--- config.mk ---
export PLATFORM = sky130hd
export DESIGN_NAME = padovan_seq_ctrl
export DESIGN_NICKNAME = d
export VERILOG_FILES = /design/src/rtl/padovan_pkg.sv /design/src/rtl/padovan_term_cnt.sv /design/src/rtl/padovan_seq_ctrl.sv
export SDC_FILE = /design/constraint.sdc
export NUM_CORES = 1
export LEC_CHECK = 0
export ABC_AREA = 1
export BUFFER_PORTS_ARGS = -buffer_cell sky130_fd_sc_hd__buf_4
export CELL_PAD_IN_SITES_DETAIL_PLACEMENT = 2
export CELL_PAD_IN_SITES_GLOBAL_PLACEMENT = 2
export CORE_MARGIN = 2
export CORE_UTILIZATION = 30
export CTS_CLUSTER_SIZE = 40
export DETAILED_ROUTE_END_ITERATION = 8
export GPL_ROUTABILITY_DRIVEN = 0
export PLACE_DENSITY_LB_ADDON = 0.1
export SYNTH_ARGS = -nofsm -noshare
export SYNTH_HDL_FRONTEND = slang
export SYNTH_SLANG_ARGS = --single-unit
--- constraint.sdc ---
create_clock -name clk -period 2.1 [get_ports clk]
set_clock_uncertainty 0.1 [all_clocks]
set_input_delay 0.21 -clock clk [delete_from_list [all_inputs] [get_ports clk]]
set_output_delay 0.21 -clock clk [all_outputs]
set_load 0.01 [all_outputs]
--- src/rtl/padovan_pkg.sv ---
// rtl/padovan_pkg.sv - state encoding, opcodes, register indices and per-state control word
package padovan_pkg;

  localparam int SEL_W = 3;
  localparam int ALU_W = 3;

  typedef enum logic [3:0] {
    S_IDLE = 4'd0,
    S_LD0  = 4'd1,
    S_LD1  = 4'd2,
    S_LD2  = 4'd3,
    S_ADD  = 4'd4,
    S_MV0  = 4'd5,
    S_MV1  = 4'd6,
    S_MV2  = 4'd7,
    S_DONE = 4'd8,
    S_ERR  = 4'd9
  } state_t;

  localparam logic [ALU_W-1:0] ALU_PASS = 3'b000;
  localparam logic [ALU_W-1:0] ALU_SUB  = 3'b001;
  localparam logic [ALU_W-1:0] ALU_ADD  = 3'b010;

  localparam logic [SEL_W-1:0] R0    = 3'b000;
  localparam logic [SEL_W-1:0] R1    = 3'b001;
  localparam logic [SEL_W-1:0] R2    = 3'b010;
  localparam logic [SEL_W-1:0] R3    = 3'b011;
  localparam logic [SEL_W-1:0] R4    = 3'b100;
  localparam logic [SEL_W-1:0] RP1   = 3'b101;
  localparam logic [SEL_W-1:0] RP0   = 3'b110;
  localparam logic [SEL_W-1:0] RNONE = 3'b111;

  typedef struct packed {
    logic [SEL_W-1:0] sel_a;
    logic [SEL_W-1:0] sel_b;
    logic [SEL_W-1:0] sel_c;
    logic [ALU_W-1:0] alu;
    logic             busy;
    logic             done;
    logic             term_valid;
  } ctl_t;

  // Datapath control word presented while the FSM sits in state s.
  function automatic ctl_t ctl_of(input state_t s);
    ctl_t c;
    c = '{sel_a: R0, sel_b: R0, sel_c: RNONE, alu: ALU_PASS,
          busy: 1'b1, done: 1'b0, term_valid: 1'b0};
    case (s)
      S_IDLE: c.busy = 1'b0;
      S_LD0:  begin c.sel_a = RP0; c.sel_b = RNONE; c.sel_c = R0; end
      S_LD1:  begin c.sel_a = RP0; c.sel_b = RNONE; c.sel_c = R1; end
      S_LD2:  begin c.sel_a = RP0; c.sel_b = RNONE; c.sel_c = R2; end
      S_ADD:  begin c.sel_a = R0;  c.sel_b = R1;    c.sel_c = R3; c.alu = ALU_ADD; end
      S_MV0:  begin c.sel_a = R1;  c.sel_b = RNONE; c.sel_c = R0; end
      S_MV1:  begin c.sel_a = R2;  c.sel_b = RNONE; c.sel_c = R1; end
      S_MV2:  begin c.sel_a = R3;  c.sel_b = RNONE; c.sel_c = R2; c.term_valid = 1'b1; end
      S_DONE: c.done = 1'b1;
      S_ERR:  c.done = 1'b1;
      default: c.busy = 1'b0;
    endcase
    return c;
  endfunction

endpackage

--- src/rtl/padovan_term_cnt.sv ---
// rtl/padovan_term_cnt.sv - remaining-iteration and term-index counters
module padovan_term_cnt
  import padovan_pkg::*;
#(
  parameter int CNTW = 6
) (
  input  logic            clk,
  input  logic            rst,
  input  logic            load,
  input  logic            step,
  input  logic [CNTW-1:0] n_load,
  output logic [CNTW-1:0] term_idx,
  output logic            zero,
  output logic            last
);

  logic [CNTW-1:0] rem_cnt;

  // Load on accepted start; count one term per completed MV2.
  always_ff @(posedge clk) begin
    if (rst) begin
      rem_cnt  <= '0;
      term_idx <= '0;
    end else if (load) begin
      rem_cnt  <= n_load;
      term_idx <= CNTW'(3);
    end else if (step) begin
      rem_cnt  <= rem_cnt - CNTW'(1);
      term_idx <= term_idx + CNTW'(1);
    end
  end

  assign zero = (rem_cnt == '0);
  assign last = (rem_cnt == CNTW'(1));

endmodule

--- src/rtl/padovan_seq_ctrl.sv ---
// rtl/padovan_seq_ctrl.sv - Padovan sequencer FSM; PADOVAN_OVF_ABORT_EN enables carry abort
module padovan_seq_ctrl
  import padovan_pkg::*;
#(
  parameter int SELECTIONALU  = 3,
  parameter int SELECTIONDECO = 3,
  parameter int CNTW          = 6
) (
  input  logic                     clk,
  input  logic                     rst,
  input  logic                     start,
  input  logic [CNTW-1:0]          nTerms,
  input  logic                     sOverflow,
  input  logic                     sCarry,
  input  logic                     sNegative,
  input  logic                     sZero,
  output logic [SELECTIONDECO-1:0] sSelDecoA,
  output logic [SELECTIONDECO-1:0] sSelDecoB,
  output logic [SELECTIONDECO-1:0] sSelDecoC,
  output logic [SELECTIONALU-1:0]  sSelAlu,
  output logic                     busy,
  output logic                     done,
  output logic                     termValid,
  output logic [CNTW-1:0]          termIdx,
  output logic                     errOvf
);

  state_t state;
  ctl_t   ctl;
  logic   cnt_zero;
  logic   cnt_last;
  logic   accept;

  // Only the carry flag matters, and only in the abort build.
  logic unused_flags;
  assign unused_flags = ^{sOverflow, sNegative, sZero, sCarry};

  assign accept = (state == S_IDLE) && start;

  padovan_term_cnt #(.CNTW(CNTW)) u_cnt (
    .clk      (clk),
    .rst      (rst),
    .load     (accept),
    .step     (state == S_MV2),
    .n_load   (nTerms),
    .term_idx (termIdx),
    .zero     (cnt_zero),
    .last     (cnt_last)
  );

  // Sequencer: control word is registered together with the state it belongs to.
  always_ff @(posedge clk) begin
    if (rst) begin
      state <= S_IDLE;
      ctl   <= ctl_of(S_IDLE);
    end else begin
      case (state)
        S_IDLE: if (start) begin state <= S_LD0; ctl <= ctl_of(S_LD0); end
        S_LD0:  begin state <= S_LD1; ctl <= ctl_of(S_LD1); end
        S_LD1:  begin state <= S_LD2; ctl <= ctl_of(S_LD2); end
        S_LD2: begin
          if (cnt_zero) begin state <= S_DONE; ctl <= ctl_of(S_DONE); end
          else          begin state <= S_ADD;  ctl <= ctl_of(S_ADD);  end
        end
        S_ADD: begin
`ifdef PADOVAN_OVF_ABORT_EN
          if (sCarry) begin state <= S_ERR; ctl <= ctl_of(S_ERR); end
          else        begin state <= S_MV0; ctl <= ctl_of(S_MV0); end
`else
          state <= S_MV0;
          ctl   <= ctl_of(S_MV0);
`endif
        end
        S_MV0:  begin state <= S_MV1; ctl <= ctl_of(S_MV1); end
        S_MV1:  begin state <= S_MV2; ctl <= ctl_of(S_MV2); end
        S_MV2: begin
          if (cnt_last) begin state <= S_DONE; ctl <= ctl_of(S_DONE); end
          else          begin state <= S_ADD;  ctl <= ctl_of(S_ADD);  end
        end
        default: begin state <= S_IDLE; ctl <= ctl_of(S_IDLE); end
      endcase
    end
  end

`ifdef PADOVAN_OVF_ABORT_EN
  // Sticky abort flag: set by a carrying add, cleared by the next accepted start.
  always_ff @(posedge clk) begin
    if (rst || accept) errOvf <= 1'b0;
    else if (state == S_ADD && sCarry) errOvf <= 1'b1;
  end
`else
  assign errOvf = 1'b0;
`endif

  assign sSelDecoA = ctl.sel_a;
  assign sSelDecoB = ctl.sel_b;
  assign sSelDecoC = ctl.sel_c;
  assign sSelAlu   = ctl.alu;
  assign busy      = ctl.busy;
  assign done      = ctl.done;
  assign termValid = ctl.term_valid;

endmodule

=== After elaboration in Yosys (flattened, before gate mapping) ===
Index checks and enable logic that the tools add are counted.

* Register bits after elaboration: 31
* Bits in latches: 0
* Bits in writable memories: 0
* Bits in read-only memories: 0
* Input port bits: 13
* Output and inout port bits: 22
* Logic and storage cells: 39
* Memories kept: 0

* Add/subtract/negate cells: 2
* $mul: 0
* Divide/modulo/power cells: 0
* $lt $le $gt $ge: 0
* Equal/unequal tests: 9
* Shifts and indexed selects: 0
* Muxes and demuxes: 12
* Bitwise gates (word level): 0
* Reductions and logical operators: 5

{| class="wikitable"
|+ Operator list
! kind !! number
|-
| $pmux W15 S8 || 1
|-
| $pmux W4 S8 || 1
|-
| $mux W10 || 2
|-
| $eq A4 B3 Y1 const B || 4
|-
| $mux W15 || 1
|-
| $mux W4 || 3
|-
| $mux W6 || 2
|-
| $eq A4 B2 Y1 const B || 2
|-
| $add A6 B1 Y6 const B || 1
|-
| $eq A6 B1 Y1 const B || 1
|-
| $logic_not A6 Y1 || 1
|-
| $sub A6 B1 Y6 const B || 1
|-
| $eq A4 B1 Y1 const B || 1
|-
| $logic_not A4 Y1 || 1
|-
| $mux W2 || 2
|-
| $ne A2 B2 Y1 const B || 1
|-
| $reduce_bool A2 Y1 || 1
|-
| $reduce_or A2 Y1 || 1
|-
| $logic_and A1 B1 Y1 || 1
|}

=== Logic depth before layout (Yosys ltp) ===
* Depth after elaboration: 3
* Depth in mapped cells: 9
* Gate-level depth less buffers: 9

=== Cells and area by module ===
Synthesis repeated with hierarchy kept, for this count alone.

* Cell total of the unflattened synthesis: 184
* Area total of the unflattened synthesis: 1328.8 um^2

{| class="wikitable"
|+ Modules (own cells, without submodules)
! module !! times used !! cells an instance !! area each (um^2)
|-
| padovan_term_cnt || 1 || 93 || 670.6
|-
| padovan_seq_ctrl || 1 || 91 || 658.1
|}

=== Worst setup path after synthesis ===
No wires, ideal clock.

* Path type: reg-to-reg
* Start point: reg state[3]
* End point: reg ctl, in the netlist sSelDecoC[1]
* Setup time: 113 ps
* Arrival time: 1138 ps
* Required time: 1887 ps
* Path slack: 749 ps
* Cell stages (with the launch flop): 9
* Buffers on the path: 0
* Period minus slack after synthesis: 1351 ps
* Path through: dfxtp_1 > nor2_2 > nand2_2 > nor2_4 > inv_4 > nor2_8 > inv_2 > nor2_1 > nor2_1

* Word-level cells in the longest chain between the ends: 2
* Elaborated cells between the ends (all ways): 10
* Classes of those cells: eq/ne: 8; mux: 1; reduce/logical: 1

{| class="wikitable"
|+ Ends and longest elaborated chain
! what !! RTL line !! RTL
|-
| start, declared || padovan_seq_ctrl.sv:28 || <nowiki>state_t state;</nowiki>
|-
| start signal, assigned || padovan_seq_ctrl.sv:54 || <nowiki>state <= S_IDLE;</nowiki>
|-
| start signal, assigned || padovan_seq_ctrl.sv:58 || <nowiki>S_IDLE: if (start) begin state <= S_LD0; ctl <= ctl_of(S_LD0); end</nowiki>
|-
| start signal, assigned || padovan_seq_ctrl.sv:59 || <nowiki>S_LD0: begin state <= S_LD1; ctl <= ctl_of(S_LD1); end</nowiki>
|-
| $eq A4 B3 Y1 (tied with other cells) || padovan_seq_ctrl.sv:57 || <nowiki>case (state)</nowiki>
|-
| $pmux W15 S8 or $ne A2 B2 Y1 (tied branches) || -- ||
|-
| end signal, assigned || padovan_seq_ctrl.sv:55 || <nowiki>ctl <= ctl_of(S_IDLE);</nowiki>
|-
| end signal, assigned || padovan_seq_ctrl.sv:71 || <nowiki>ctl <= ctl_of(S_MV0);</nowiki>
|-
| end, declared || padovan_seq_ctrl.sv:29 || <nowiki>ctl_t ctl;</nowiki>
|}

Parallel ways exist; a longest one is shown, timed or not.
A chain may end at the register's enable or synchronous reset.

=== Final worst setup path ===
* Start point: reg state[3]
* End point: reg u_cnt.rem_cnt[2]

* Word-level cells in the longest chain between the ends: 3
* Elaborated cells between the ends (all ways): 5
* Classes of those cells: eq/ne: 1; mux: 1; reduce/logical: 3

{| class="wikitable"
|+ Ends and longest elaborated chain
! what !! RTL line !! RTL
|-
| $logic_not A4 Y1 || padovan_seq_ctrl.sv:38 || <nowiki>assign accept = (state == S_IDLE) && start;</nowiki>
|-
| $logic_and A1 B1 Y1 || padovan_seq_ctrl.sv:38 ||
|-
| $mux W6 or $reduce_bool A2 Y1 (tied branches) || -- ||
|-
| end signal, assigned || padovan_term_cnt.sv:25 || <nowiki>rem_cnt <= n_load;</nowiki>
|-
| end signal, assigned || padovan_term_cnt.sv:28 || <nowiki>rem_cnt <= rem_cnt - CNTW'(1);</nowiki>
|-
| end, declared || padovan_term_cnt.sv:17 || <nowiki>logic [CNTW-1:0] rem_cnt;</nowiki>
|}

Parallel ways exist; a longest one is shown, timed or not.

==> impl_metrics.csv <==
group,metric,value,unit
synthesis,synth_top_family_by_area,"simple AND/OR/NAND/NOR gates",
route,via_per_inst,4.767,
min_path,hp-class,"primary input to register",
synthesis,synth_cells,190,
global_route,grt_use_total,15.50,%
synthesis,async_reset_ff_share,0,%
synthesis,synthAdderAreaFrac,2.735,%
global_route,gr-total-overflow,0,
synthesis,yosys.area.top_type,"dfxtp_1",
synthesis,ys_warn_count,0,
timing,fmax,0.6541,GHz
setup_path,cp.arrival,1610,ps
timing,finalSetupViolations,0,
synthesis,synthMuxAreaShare,0,%
timing,hold_viol_final,0,
cts,clk_pin_slew,110,ps
min_path,holdPathStages,2,
floorplanning,die-area,0.005132,sq mm
min_path,hp-start,"rst",
outcome,status,"finished clean",
synthesis,synth.avg_cell_area,7.224,sq um
route,routedWlPerCell,13.60,um
cts,cts_tree,"yes",
job,cap_violations,0,
synthesis,synth_seq_cells,27,
pwr,p_per_area,706.4,mW/mm^2
global_route,grt_max_degree,17,
cts,clockBufferDepth,2,
cts,clockRootBuffer,"clkbuf_8",
global_route,grt_pass1_vias,1370,
global_route,antenna_found_initial,0,
final_layout,drive_gt1_share,23.39,%
route,vias,1287,
route,ant_nets,0,
timing,whs,116.0,ps
cts,clk_latency,280,ps
synthesis,seq_area_frac_synth,39.38,%
cts,numCtsBuffers,3,
global_route,grt_pass1_wl,6410,um
setup_path,crit_path_max_fanout,7,
setup_path,required,2180,ps
synthesis,synth_top_flop_cell,"dfxtp_1",
synthesis,yosysMostFrequentCell,"nand2_1",
route,totalWireLength,3672,um
cts,postCtsSetupRepairBufs,0,
route,drt_iter0_drc,24,
setup_path,critPathLaunch,"state[3]",
timing,period_minus_slack,1529,ps
floorplanning,start_util,31.31,%
placed_design,io_buffers,27,
timing,rsz0062_at_grt,"no",
synthesis,synth_common_cells,"nand2_1 (47), dfxtp_1 (27), nor2_1 (26), inv_1 (23), nand3_1 (11)",
final_layout,area.growth.synth_to_final,20.88,%
floorplanning,die-width,71.64,um
synthesis,ys_types,33,
cts,htree_levels,1,
setup_path,r2r_cells,6,
timing,min_period_over_period,72.80,%
cts,cts.sinks,27,
setup_path,r2r_start,"state[3]",
synthesis,synth_top_cell_area_share,39.38,%
floorplanning,rows,24,
setup_path,critical_path_class,"register to register",
synthesis,syn_area,0.001373,sq mm
setup_path,critPathLaunchType,"register",
synthesis,synth-xor-area-share,1.276,%
setup_path,endpoint_kind,"register",
placed_design,dpl.hpwl,2973,um
synthesis,yosys.area_share.simple,39.11,%
pwr,leakagePower,0.8245,nW
pwr,vdd_drop_max,0.0002531,V
synthesis,ys_top_cells_by_area,"dfxtp_1 (39%), nand2_1 (13%), nor2_1 (7.1%)",
timing,finalMaxSlewViolations,0,
cts,cts_resized,0,
final_layout,antennaDiodeCount,0,
floorplanning,core,0.004384,sq mm
cts,postCtsHoldBufs,0,
final_layout,fin_nets,235,
timing,fin_setup_tns,0,ps
floorplanning,die_h,71.64,um
synthesis,synth-edff-count,0,
route,drc_errors,0,
floorplanning,io_pins,35,
route,drt_first_pass_iters,2,
synthesis,synth-compound-area-share,6.108,%
==> cell families after synthesis <==
kind of cell / after synthesis
buf+inv: 34
flops: 27
fa+ha+maj: 3
xor+xnor: 2
compound gates: 16
other cells: 1
simple gates: 107
==> layout make-up <==
cell class,count,area (sq um)
clock buffer,3,41.29
clock inverter,1,7.507
fill,541,2725
inverter,29,115.1
multi-input combinational,131,686.9
sequential,27,540.5
tap,52,65.06
timing repair buffer,27,202.7
==> metrics by stage <==
stage,std cells,worst slack (ps),power (mW),cell area [sq um],utilization [%]
after detailed placement,266,562.0,0.8724,1610,36.73
after CTS,270,542.8,1.195,1659,37.84
after floorplan,192,748.8,0.7718,1380,-
after global placement,266,611.8,0.8555,1610,36.73
after global routing,270,402.6,1.257,1659,37.84
final,270,571.2,1.172,1659,37.84
==> path summary, 6_finish.rpt <==
kind	slack, ps	endpoint
hold / removal	120	termValid
setup / recovery	570	u_cnt.rem_cnt[2]
setup reg to reg	570	u_cnt.rem_cnt[2]
hold reg to reg	360	busy
==> worst max-delay path, stage by stage, from the launching register on <==
cell     delay, ps
dfxtp_1        400
nor2_2         230
nand3_2        220
nand2_2        190
inv_1           80
a21oi_1        160
nor2_1          50
==> power breakdown <==
group	total (mW)	switching, mW	internal (mW)
Combinational	0.266	0.160	0.106
Sequential	0.588	0.0343	0.553
Clock	0.318	0.183	0.135
Total	1.17	0.378	0.794
==> registers in the layout, summed over array words and instances, names as in the netlist <==
signal / flops
busy: 1
termValid: 1
sSelDecoB: 2
u_cnt.term_idx: 6
sSelDecoA: 3
sSelAlu: 1
state: 4
u_cnt.rem_cnt: 6
sSelDecoC: 3
==> layer usage <==
layer | global-route usage, % | share of wire [%] | up-vias
li1 | - | - | 635
met1 | 17.84 | 42 | 629
met2 | 30.35 | 54 | 19
met3 | 1.828 | 2.9 | 4
met4 | 3.145 | 0.74 | 0
met5 | 0 | 0 | -
==> layout by cell type, fill, tap and decap left out, types with 4 or more instances in the layout <==
| cell | instances |
|---|---|
| inv_1 | 23 |
| nand2_1 | 47 |
| nor2_1 | 26 |
| buf_4 | 27 |
| a21oi_1 | 5 |
| nand3_1 | 11 |
| o21ai_0 | 8 |
| dfxtp_1 | 27 |
| nor2_4 | 4 |
(Power assumes the default switching activity.)
